$ cat src/rtl/prefetch_issue_arbiter.sv
// prefetch_issue_arbiter
// Shares one downstream read-request issue channel among N prefetch streams.
// In IDLE a winner is picked by a descending rotating priority: indices below
// the last accepted winner come first, then the search wraps to the top of the
// vector. The winner's address is latched and held on a valid/ready port until
// it is accepted. A one-cycle grant pulse then goes back to that stream.

module prefetch_issue_arbiter #(
    parameter int IDX_WIDTH  = 3,
    parameter int ADDR_WIDTH = 32
) (
    input  logic                                 clk,
    input  logic                                 resetN,
    input  logic [(1<<IDX_WIDTH)-1:0]            req,
    input  logic [(1<<IDX_WIDTH)*ADDR_WIDTH-1:0] reqAddr,
    output logic                                 outValid,
    input  logic                                 outReady,
    output logic [ADDR_WIDTH-1:0]                outAddr,
    output logic [IDX_WIDTH-1:0]                 outId,
    output logic [(1<<IDX_WIDTH)-1:0]            grant,
    output logic                                 busy
);

    localparam int N = 1 << IDX_WIDTH;
    localparam logic [N-1:0] ONE_HOT_ZERO = {{(N-1){1'b0}}, 1'b1};

    typedef enum logic {
        IDLE  = 1'b0,
        ISSUE = 1'b1
    } state_t;

    state_t                 state;
    logic [IDX_WIDTH-1:0]   lastIdx;

    logic [N-1:0]           effReq;
    logic [N-1:0]           maskedReq;
    logic                   hasMasked;
    logic                   anyReq;
    logic [IDX_WIDTH-1:0]   winner;
    logic [ADDR_WIDTH-1:0]  selAddr;

    // Winner selection: drop the stream being granted this cycle (it cannot
    // have lowered req yet), prefer indices strictly below lastIdx, and take
    // the highest set bit of whichever vector is used.
    always_comb begin
        effReq    = req & ~grant;
        maskedReq = '0;
        for (int i = 0; i < N; i++) begin
            if (i < int'(lastIdx)) begin
                maskedReq[i] = effReq[i];
            end
        end
        hasMasked = |maskedReq;
        anyReq    = |effReq;
        winner    = '0;
        for (int i = 0; i < N; i++) begin
            if (hasMasked ? maskedReq[i] : effReq[i]) begin
                winner = IDX_WIDTH'(i);
            end
        end
        selAddr = '0;
        for (int i = 0; i < N; i++) begin
            if (winner == IDX_WIDTH'(i)) begin
                selAddr = reqAddr[i*ADDR_WIDTH +: ADDR_WIDTH];
            end
        end
    end

    // Issue FSM with registered outputs; reset wins over everything, including an open handshake.
    always_ff @(posedge clk) begin
        if (!resetN) begin
            state    <= IDLE;
            outValid <= 1'b0;
            outAddr  <= '0;
            outId    <= '0;
            grant    <= '0;
            lastIdx  <= '0;
        end else begin
            grant <= '0;
            case (state)
                IDLE: begin
                    if (anyReq) begin
                        outId    <= winner;
                        outAddr  <= selAddr;
                        outValid <= 1'b1;
                        state    <= ISSUE;
                    end
                end
                ISSUE: begin
                    if (outValid && outReady) begin
                        grant    <= ONE_HOT_ZERO << outId;
                        lastIdx  <= outId;
                        outValid <= 1'b0;
                        state    <= IDLE;
                    end
                end
                default: begin
                    state    <= IDLE;
                    outValid <= 1'b0;
                end
            endcase
        end
    end

    // busy is a plain decode of the state register.
    assign busy = (state == ISSUE);

endmodule

$ cat config.mk
export PLATFORM = sky130hd
export DESIGN_NAME = prefetch_issue_arbiter
export DESIGN_NICKNAME = d
export VERILOG_FILES = /design/src/rtl/prefetch_issue_arbiter.sv
export SDC_FILE = /design/constraint.sdc
export NUM_CORES = 1
export LEC_CHECK = 0
export ABC_AREA = 1
export BUFFER_PORTS_ARGS = -buffer_cell sky130_fd_sc_hd__buf_2
export CAP_MARGIN = 0
export CORE_AREA = 2 2 122 124
export DETAILED_ROUTE_END_ITERATION = 6
export DIE_AREA = 0 0 124 126
export SLEW_MARGIN = 20
export SYNTH_ARGS = -nofsm -noshare
export SYNTH_HDL_FRONTEND = slang
export SYNTH_SLANG_ARGS = --single-unit
$ cat constraint.sdc
create_clock -name clk -period 5.25 [get_ports clk]
set_input_delay 1.575 -clock clk [delete_from_list [all_inputs] [get_ports clk]]
set_output_delay 1.575 -clock clk [all_outputs]
set_load 0.05 [all_outputs]
After elaboration in Yosys (flattened, before gate mapping):

Cells that the tools add are included.

* flip-flop bits (word level): 48
* latch bits: 0
* RAM bits: 0
* bits in read-only memories: 0
* input bits: 267
* output and inout bits: 45
* word-level logic and storage cells: 69
* memories kept: 0

* $add $sub $neg: 0
* multiply operators: 0
* divide/modulo/power cells: 0
* $lt $le $gt $ge: 7
* eq/ne operators: 9
* shifts and indexed selects: 1
* muxes and demuxes: 35
* bitwise gates (word level): 3
* reduce and logical (&&, ||, !) cells: 8

Operator list (count)
* 32-bit two-way mux: 8
* 1-bit two-way mux: 19
* 3-bit two-way mux: 6
* 3-bit == test (second input constant): 4
* 3-bit < comparator (first input constant): 3
* 8-bit AND: 1
* 8-bit inverter: 1
* 8-bit OR reduction: 1
* 1-bit by 3-bit << shifter with 8-bit output (first input constant): 1
* 7-bit OR reduction: 1
* 3-bit by 2-bit == test with 1-bit output (second input constant): 2
* 1-bit by 3-bit < comparator with 1-bit output (first input constant): 2
* 2-bit by 3-bit < comparator with 1-bit output (first input constant): 2
* 2-bit AND reduction: 3
* 1-bit case mux with 2 select lines: 2
* 3-bit by 1-bit == test with 1-bit output (second input constant): 1
* 3-bit logical NOT: 1
* 3-bit AND reduction: 1
* 2-bit by 1-bit inequality test with 1-bit output (second input constant): 1
* 2-bit inequality test (second input constant): 1
* 1-bit logical AND: 1
* 1-bit inverter: 1

Depth between registers and ports, before layout:

Gate-level depths: netlist (run 1).

* depth after elaboration: 21
* gate-level depth with buffers: 21
* mapped depth without buffers: 20

Worst setup path before layout (run 1):

OpenSTA, ideal clock, no wires.

* path kind: input -> register
* start point: in req[5]
* end point: reg outAddr[20]
* setup time: 0.118 ns
* arrival: 3.322 ns
* data required time: 5.132 ns
* path slack: 1.811 ns
* stages on the path: 21
* path buffers: 2
* cell sequence: inv_1 nor2_1 nand2_1 nand2_1 nor2_2 nand2_4 inv_2 nand2_2 nand2_2 nor2_8 nand2_2 nand2_4 inv_2 buf_6 buf_6 nand4_1 nand2_1 a21oi_1 nand4_1 nor2_1 nor2_1

* cells in the longest elaborated chain, start to end: 20
* elaborated cells between the ends (all ways): 35
* classes of those cells: eq/ne (7); mux (23); bitwise (1); reduce/logical (4)

Ends and longest elaborated chain
* from (decl): line 14 `input logic [(1<<IDX_WIDTH)-1:0] req,`
* 8-bit AND (*): line 46 `effReq = req & ~grant;`
* 1-bit two-way mux: line 49 `if (i < int'(lastIdx)) begin`
* 7-bit OR reduction: line 53 `hasMasked = |maskedReq;`
* 1-bit two-way mux (2 in series): line 57 `if (hasMasked ? maskedReq[i] : effReq[i]) begin`
* 3-bit two-way mux (6 in series): line 57
* 3-bit logical NOT: line 63 `if (winner == IDX_WIDTH'(i)) begin`
* 32-bit two-way mux (8 in series): line 63
* to (signal assigned): line 84 `outAddr <= selAddr;`
* to (decl): line 18 `output logic [ADDR_WIDTH-1:0] outAddr,`

Every way passes the cells marked *; elsewhere a longest branch is shown, timed or not.
A chain may end at the register's enable or synchronous reset.

Final worst setup path (run 1):

* start point: in req[4]
* end point: reg outAddr[14]

The elaborated chain is that of the path after synthesis.

==> results of run 1 <==
per-layer routing:
layer,global-route usage,vias to the layer above,part of all wire
met5,0,-,0.0019
met4,0.0813,6,0.029
met3,0.0670,46,0.084
met2,0.495,289,0.50
met1,0.321,2840,0.39
li1,-,3136,-
worst max-delay path by stage:
stage / startpoint / end / cells past startpoint
after floorplan: req[5] / outAddr[20]$_SDFFE_PN0P_ / 21
after global placement: req[5] / outAddr[15]$_SDFFE_PN0P_ / 10
after detailed placement: req[5] / outAddr[1]$_SDFFE_PN0P_ / 10
after CTS: req[5] / outAddr[1]$_SDFFE_PN0P_ / 10
after global routing: req[4] / outAddr[7]$_SDFFE_PN0P_ / 19
final: req[4] / outAddr[14]$_SDFFE_PN0P_ / 19
state kept, by name, summed over array words and instances, names as in the netlist:
register,cells
lastIdx,3
outAddr,32
outValid,1
busy,1
outId,3
grant,8
layout by cell type, fill, tap and decap left out, drive strengths merged, types with 2 or more instances in the layout:
master,instances
nand2,233
clkbuf,7
a22o,4
diode,5
nand4,100
o21ai,35
nor2,69
buf,319
o22ai,2
nor4,2
a21oi,71
o221ai,5
nand3,50
nor3,10
and2,2
clkinv,12
inv,68
dfxtp,48
power by group through the flow:
stage / Clock [mW] / Combinational [mW] / Sequential (mW)
finish: 0.336 / 0.637 / 0.416
global route: 0.353 / 0.693 / 0.420
detailed placement: 0 / 0.631 / 0.424
floorplan: 0 / 0.305 / 0.524
CTS: 0.339 / 0.633 / 0.416
global placement: 0 / 0.631 / 0.424
worst max-delay path, cell delays in order:
cell and delay (ns):
buf_2 0.08, inv_1 0.03, nor2_1 0.18, nand3_1 0.15
nand2_1 0.10, nor2_2 0.05, nand2_4 0.10, inv_2 0.07
a21oi_4 0.17, nand2_2 0.33, inv_2 0.17, nand2_4 0.26
inv_2 0.74, nand4_1 0.18, nand2_1 0.14, nor2_1 0.06
nand4_1 0.13, nand2_1 0.07, a21oi_1 0.11
cell families (layout without fill, tap and decap cells):
family,count (synthesis),count (layout)
buffers and inverters,137,407
other,0,5
AND/OR/NAND/NOR,467,467
flip-flops,48,48
AO/OA/AOI/OAI,118,118
through the flow:
step	hold slack (ns)	power [mW]	cells
finish	0.504	1.39	1229
global route	0.539	1.47	1226
CTS	0.506	1.39	1223
detailed placement	0.496	1.06	1215
global placement	0.496	1.06	1215
floorplan	0.507	0.830	770
area by class of cell:
class	count	area, um2	area share
Inverter	80	302	0.0490
Clock buffer	7	143	0.0232
Tap cell	184	230	0.0374
Timing Repair Buffer	319	1640	0.266
Multi-Input combinational cell	585	2860	0.465
Antenna cell	5	12.5	0.00203
Sequential cell	48	961	0.156
Clock inverter	1	7.51	0.00122
==> impl_results.md, run 1 <==
* Main combinational cell family by area after synthesis: simple AND/OR/NAND/NOR gates
* Port Buf Inserts at around 310
* Hold buffers post-CTS at 0
* Final Net Count at roughly 1300
* Post-Syn Area at 0.00442 mm2
* Critical path class: input pin to flip-flop
* Fin. max-slew vios at 0
* Placed Area at around 0.0060 mm2
* Total track usage at 0.276
* Syn_area_per_cell at 5.74 um2
* Sw frac at 0.434
* # fillers at approximately 1600
* Peak supply drop at approximately 120 uV
* Layout cell share with drive strength beyond 1 at 0.343
* Ys async rst share at 0
* Number of synthesized flops with an enable pin at 0
* Count leader, synth: nand2_1
* Clock transition at path regs at ~0.07 ns
* Mux share of post-synthesis cell area at 0
* Reg2Reg Depth at 16
* Commonest cells post-synth: nand2_1, nand4_1, a21oi_1, nor2_1, inv_1
* Largest net degree at the start of global routing at 49
* Non-Filler Cell Area, Final at between 0.006 and 0.007 mm2
* Hold path endpoint: outValid$_SDFFE_PN0P_
* CP Launch Type: input pin
* Xor/xnor cell area share of the yosys netlist at 0
* Yosys warning count at 0
* Post-Syn Nets at slightly above 1000
* Post-DP HPWL at ~17000 um
* Adder-cell area share of the yosys netlist at 0
* RSZ-0062 raised after global routing: false
* P_leak at 3.41 nW
* First-pass GRT wire length at roughly 33000 um
* Total gr overflow at 0
* Postcts setup bufs at 0
* Clock latency on the worst-skew pair at 0.29 ns
* Die footprint at around 0.016 mm2
* P&R area growth vs syn at 39.2%
* DRC errors left at 0
* Req. time, crit path at between 5 and 6 ns
* Root buffer cell: clkbuf_16
* Min-delay src: outValid$_SDFFE_PN0P_
* Synth area leader: dfxtp_1
* Placer Congestion at 0.904
* IO Pins at around 310
* Slew Limit Headroom at 0.419
* Top cell type's share of synthesized area at 0.217
* TritonCTS Buffers at 5
* Final Core Density at 0.430
* Final WS setup at 0.733 ns
* Vias in the first global route at approximately 6200
* Die H at 126 um
* RR Startpoint: lastIdx[2]$_SDFFE_PN0P_
* Cells after Synth at 770
* Net switching power at 603 uW
* Initial core utilization at 0.309
* Register-to-register setup slack at 1.76 ns
* Routed length per placed instance at between 15 and 20 um
* DRT iter0 DRCs at around 370
* Hold path depth at 2
* Setup TNS at 0 ns
* Tmin final at about 4.5 ns
* Combinational Power Share at 0.459
* Post-CTS Resized at 0
* Status: completed
* Main area contributors after synthesis: dfxtp_1, nand2_1, nand4_1
* Clk sink count at 48
* Rows at between 40 and 50
* Max Clock Freq at about 220 MHz
* Via count at 6317
* Power Density at 226 mW/mm2
* Core ar. at roughly 0.014 mm2
* Synth Area in Compound Gates at 0.146
* Worst-margin pin slew at about 0.87 ns
* Sequential fraction of the synthesis area at 0.217
* Clk network pwr share at 0.242
* Internal at slightly below 800 uW
* Crit path max fanout at 48
* Final Cycle Share at 0.860
* Setup-failing EPs final at 0
* Critical Path Sink Type: flip-flop
* Reg power frac at 0.299
* Synth Area in Simple Gates at 0.499
* Antenna viol nets, final at 0
* Skew final at ~0.0082 ns
* Max Root-Sink Buffers at 2
* H-tree Lvls at 2
* Number of detailed-route iterations in the first pass at 5
* Prevailing post-synth register cell: dfxtp_1
* Max-Cap Viols at 0
* Crit Reg-Reg Endpoint: outAddr[14]$_SDFFE_PN0P_
* FF+latch count, synth at 48
* Die Wd at about 120 um
* Routed vias/inst at ~5.1
* Synth cell types at 35
* Final WL at between 20000 and 25000 um
* Initial antenna violation count at 6
* Placement Setup Slack at 0.406 ns
* Fin. Hold Viols at 0
* Hold/Removal Path Class: flip-flop to flip-flop
* Worst Path Arrival at roughly 4.8 ns
* CTS tree: built
(Power assumes the default switching activity.)
==> run 2, diff against run 1 <==
--- a/config.mk
+++ b/config.mk
@@ -5,12 +5,11 @@
 export SDC_FILE = /design/constraint.sdc
 export NUM_CORES = 1
 export LEC_CHECK = 0
-export ABC_AREA = 1
 export BUFFER_PORTS_ARGS = -buffer_cell sky130_fd_sc_hd__buf_2
 export CAP_MARGIN = 0
-export CORE_AREA = 2 2 122 124
+export CORE_AREA = 2 2 120 122
 export DETAILED_ROUTE_END_ITERATION = 6
-export DIE_AREA = 0 0 124 126
+export DIE_AREA = 0 0 122 124
 export SLEW_MARGIN = 20
 export SYNTH_ARGS = -nofsm -noshare
 export SYNTH_HDL_FRONTEND = slang
==> impl_results.md, run 2 <==
* P&R area growth vs syn at 43.2% (was 39.2%)
* Core ar. at 0.0137 mm2 (was 0.0143 mm2)
* Hold/Removal Path Class: flip-flop to flip-flop (unchanged)
* Die footprint at 0.0151 mm2 (was 0.0156 mm2)
* Commonest non-fill, non-tap cell in the layout: buf_2 (unchanged)
* Post-Syn Nets at 828 (was 1037)
* Max-Cap Viols at 0 (unchanged)
* Root buffer cell: clkbuf_16 (unchanged)
* Synth cell types at 62 (was 35)
* DRC errors left at 0 (unchanged)
* Initial core utilization at 0.315 (was 0.309)
* Setup TNS at 0 ns (unchanged)
* TritonCTS Buffers at 5 (unchanged)
* First-pass GRT wire length at 30000 um (was 33000 um)
* Max FFs per register at 32 (unchanged)
* Die H at 124 um (was 126 um)
* RSZ-0062 raised after global routing: false (unchanged)
* Routed length per placed instance at 20.5 um (was 18.1 um)
* P_leak at 3.01 nW (was 3.41 nW)
* H-tree Lvls at 2 (unchanged)
* Hold buffers post-CTS at 0 (unchanged)
* Final Cycle Share at 0.838 (was 0.860)
* Post-Syn Area at 0.00432 mm2 (was 0.00442 mm2)
* Worst-margin pin slew at 0.982 ns (was 0.870 ns)
* Pwr Total at 1.41 mW (was 1.39 mW)
* CP Launch Type: input pin (unchanged)
* Initial antenna violation count at 1 (was 6)
* Placer Congestion at 0.906 (was 0.904)
* Max Clock Freq at 227 MHz (was 221 MHz)
* Clock transition at path regs at 0.07 ns (about the same)
* Commonest cells post-synth: o21ai_0, nand2_1, dfxtp_1, a21oi_1, nand3_1 (was nand2_1, nand4_1, a21oi_1, nor2_1, inv_1)
* Most flops, register: outAddr (unchanged)
* Setup-failing EPs final at 0 (unchanged)
* Clk sink count at 48 (unchanged)
* Biggest regs: outAddr x32, grant x8 (unchanged)
* Critical path class: input pin to flip-flop (unchanged)
* Critical Path Sink Type: flip-flop (unchanged)
* Fin. Hold Viols at 0 (unchanged)
* Power Density at 229 mW/mm2 (was 226 mW/mm2)
* Worst Path Arrival at 4.63 ns (was 4.75 ns)
* Postcts setup bufs at 0 (unchanged)
* Antenna viol nets, final at 0 (unchanged)
* Cell family with most CP delay: compound AO/OA/AOI/OAI gates (was simple AND/OR/NAND/NOR gates)
* Max Root-Sink Buffers at 2 (unchanged)
* Total gr overflow at 0 (unchanged)
* Main area contributors after synthesis: dfxtp_1, o21ai_0, mux2i_1 (was dfxtp_1, nand2_1, nand4_1)
* Die Wd at 122 um (was 124 um)
* Clock latency on the worst-skew pair at 0.30 ns (was 0.29 ns)
* Worst path cell trace: buf_2 > nor2b_1 > o21ai_1 > a41oi_1 > o31a_1 > o21ai_2 > buf_4 > a21oi_2 > a221oi_1 > a21oi_1 (was buf_2 > inv_1 > nor2_1 > nand3_1 > nand2_1 > nor2_2 > nand2_4 > inv_2 > a21oi_4 > nand2_2 > inv_2 > nand2_4 > inv_2 > nand4_1 > nand2_1 > nor2_1 > nand4_1 > nand2_1 > a21oi_1)
* Ys async rst share at 0 (unchanged)
* Number of detailed-route iterations in the first pass at 5 (unchanged)
* Fin. max-slew vios at 0 (unchanged)
* Peak supply drop at 118 uV (was 122 uV)
* Prevailing post-synth register cell: dfxtp_1 (unchanged)
* Final Net Count at 1115 (was 1306)
* Final hold slack at 0.499 ns (was 0.504 ns)
* Post-DP HPWL at 16400 um (was 17200 um)
* Yosys warning count at 0 (unchanged)
* Number of synthesized flops with an enable pin at 0 (unchanged)
* Post-CTS Resized at 0 (unchanged)
* IO Pins at 312 (unchanged)
* Skew final at 0.00967 ns (was 0.00822 ns)
* Req. time, crit path at 5.48 ns (about the same)
* Port Buf Inserts at 311 (unchanged)
* Slew Limit Headroom at 0.341 (was 0.419)
* ANT cells at 0 (was 5)
* Count leader, synth: o21ai_0 (was nand2_1)
* Layout cell share with drive strength beyond 1 at 0.442 (was 0.343)
* Total track usage at 0.259 (was 0.276)
* Tmin final at 4.40 ns (was 4.52 ns)
* Syn_area_per_cell at 7.70 um2 (was 5.74 um2)
* Crit path max fanout at 22 (was 48)
* Final Core Density at 0.451 (was 0.430)
* Rows at 43 (was 44)
* DRT iter0 DRCs at 479 (was 371)
* Largest net degree at the start of global routing at 45 (was 49)
* Via count at 5848 (was 6317)
* Routed vias/inst at 5.68 (was 5.14)
* Status: completed (unchanged)
* Vias in the first global route at 5493 (was 6219)
* Most frequent cells in the layout: buf_2, o21ai_0, nand2_1, dfxtp_1, a21oi_1 (was buf_2, nand2_1, nand4_1, a21oi_1, nor2_1)
* # fillers at 1462 (was 1641)
* Final WL at 21100 um (was 22200 um)
* CTS tree: built (unchanged)
* Max stage delay cell, worst path: a21oi_2 (was inv_2)
* Top cell type's share of synthesized area at 0.222 (was 0.217)
* FF+latch count, synth at 48 (unchanged)
* Cells after Synth at 561 (was 770)
* Max incr delay on CP at 0.71 ns (was 0.74 ns)
* Worst Path Buf+Inv at 2 (was 5)
* Synth area leader: dfxtp_1 (unchanged)
* Sequential fraction of the synthesis area at 0.222 (was 0.217)
-- run 2: final cells by class --
type | count | area (um2) | share of cell area
Clock inverter | 1 | 7.51 | 0.00121
Inverter | 2 | 7.51 | 0.00121
Tap cell | 180 | 225 | 0.0364
Clock buffer | 7 | 143 | 0.0231
Sequential cell | 48 | 961 | 0.155
Multi-Input combinational cell | 461 | 3130 | 0.506
Timing Repair Buffer | 330 | 1710 | 0.277
-- run 2: cell families after synthesis --
family,after synthesis,synth area share
buffers and inverters,52,0.0579
AO/OA/AOI/OAI,253,0.401
multiplexers,45,0.126
flip-flops,48,0.222
AND/OR/NAND/NOR,163,0.193
-- run 2: tightest hold or removal path: cells and delay by family, from the launching register on --
family	cells	cell delay, ns
compound gates	1	0.07
flops	1	0.32
simple gates	1	0.05
-- run 2: metal layers --
metal  vias up  wire length [um]  GRT usage
li1       2748                 -          -
met1      2678              8430      0.325
met2       372              9990      0.439
met3        48              2170     0.0655
met4         2               522     0.0790
met5         -                11          0
-- run 2: report_power, final --
group          internal (mW)  switching (mW)
clock network          0.191           0.157
registers              0.397          0.0241
logic                  0.250           0.394
-- run 2: path summary, 6_finish.rpt --
kind,to,depth (start not counted),slack (ns),start
max reg2reg,outAddr[7]$_SDFFE_PN0P_,9,1.75,lastIdx[2]$_SDFFE_PN0P_
min,outValid$_SDFFE_PN0P_,2,0.50,outValid$_SDFFE_PN0P_
min reg2reg,outValid$_SDFFE_PN0P_,2,0.50,outValid$_SDFFE_PN0P_
max,outAddr[8]$_SDFFE_PN0P_,10,0.85,req[1]
-- run 2: through the flow --
step / instances / setup slack [ns] / instance area [um2]
2_1_floorplan: 561 / 1.53 / 4320
3_5_place_dp: 1021 / 0.556 / 6030
6_report: 1029 / 0.852 / 6180
3_3_place_gp: 1021 / 0.654 / 6030
4_1_cts: 1029 / 0.886 / 6180
5_1_grt: 1029 / 0.576 / 6180
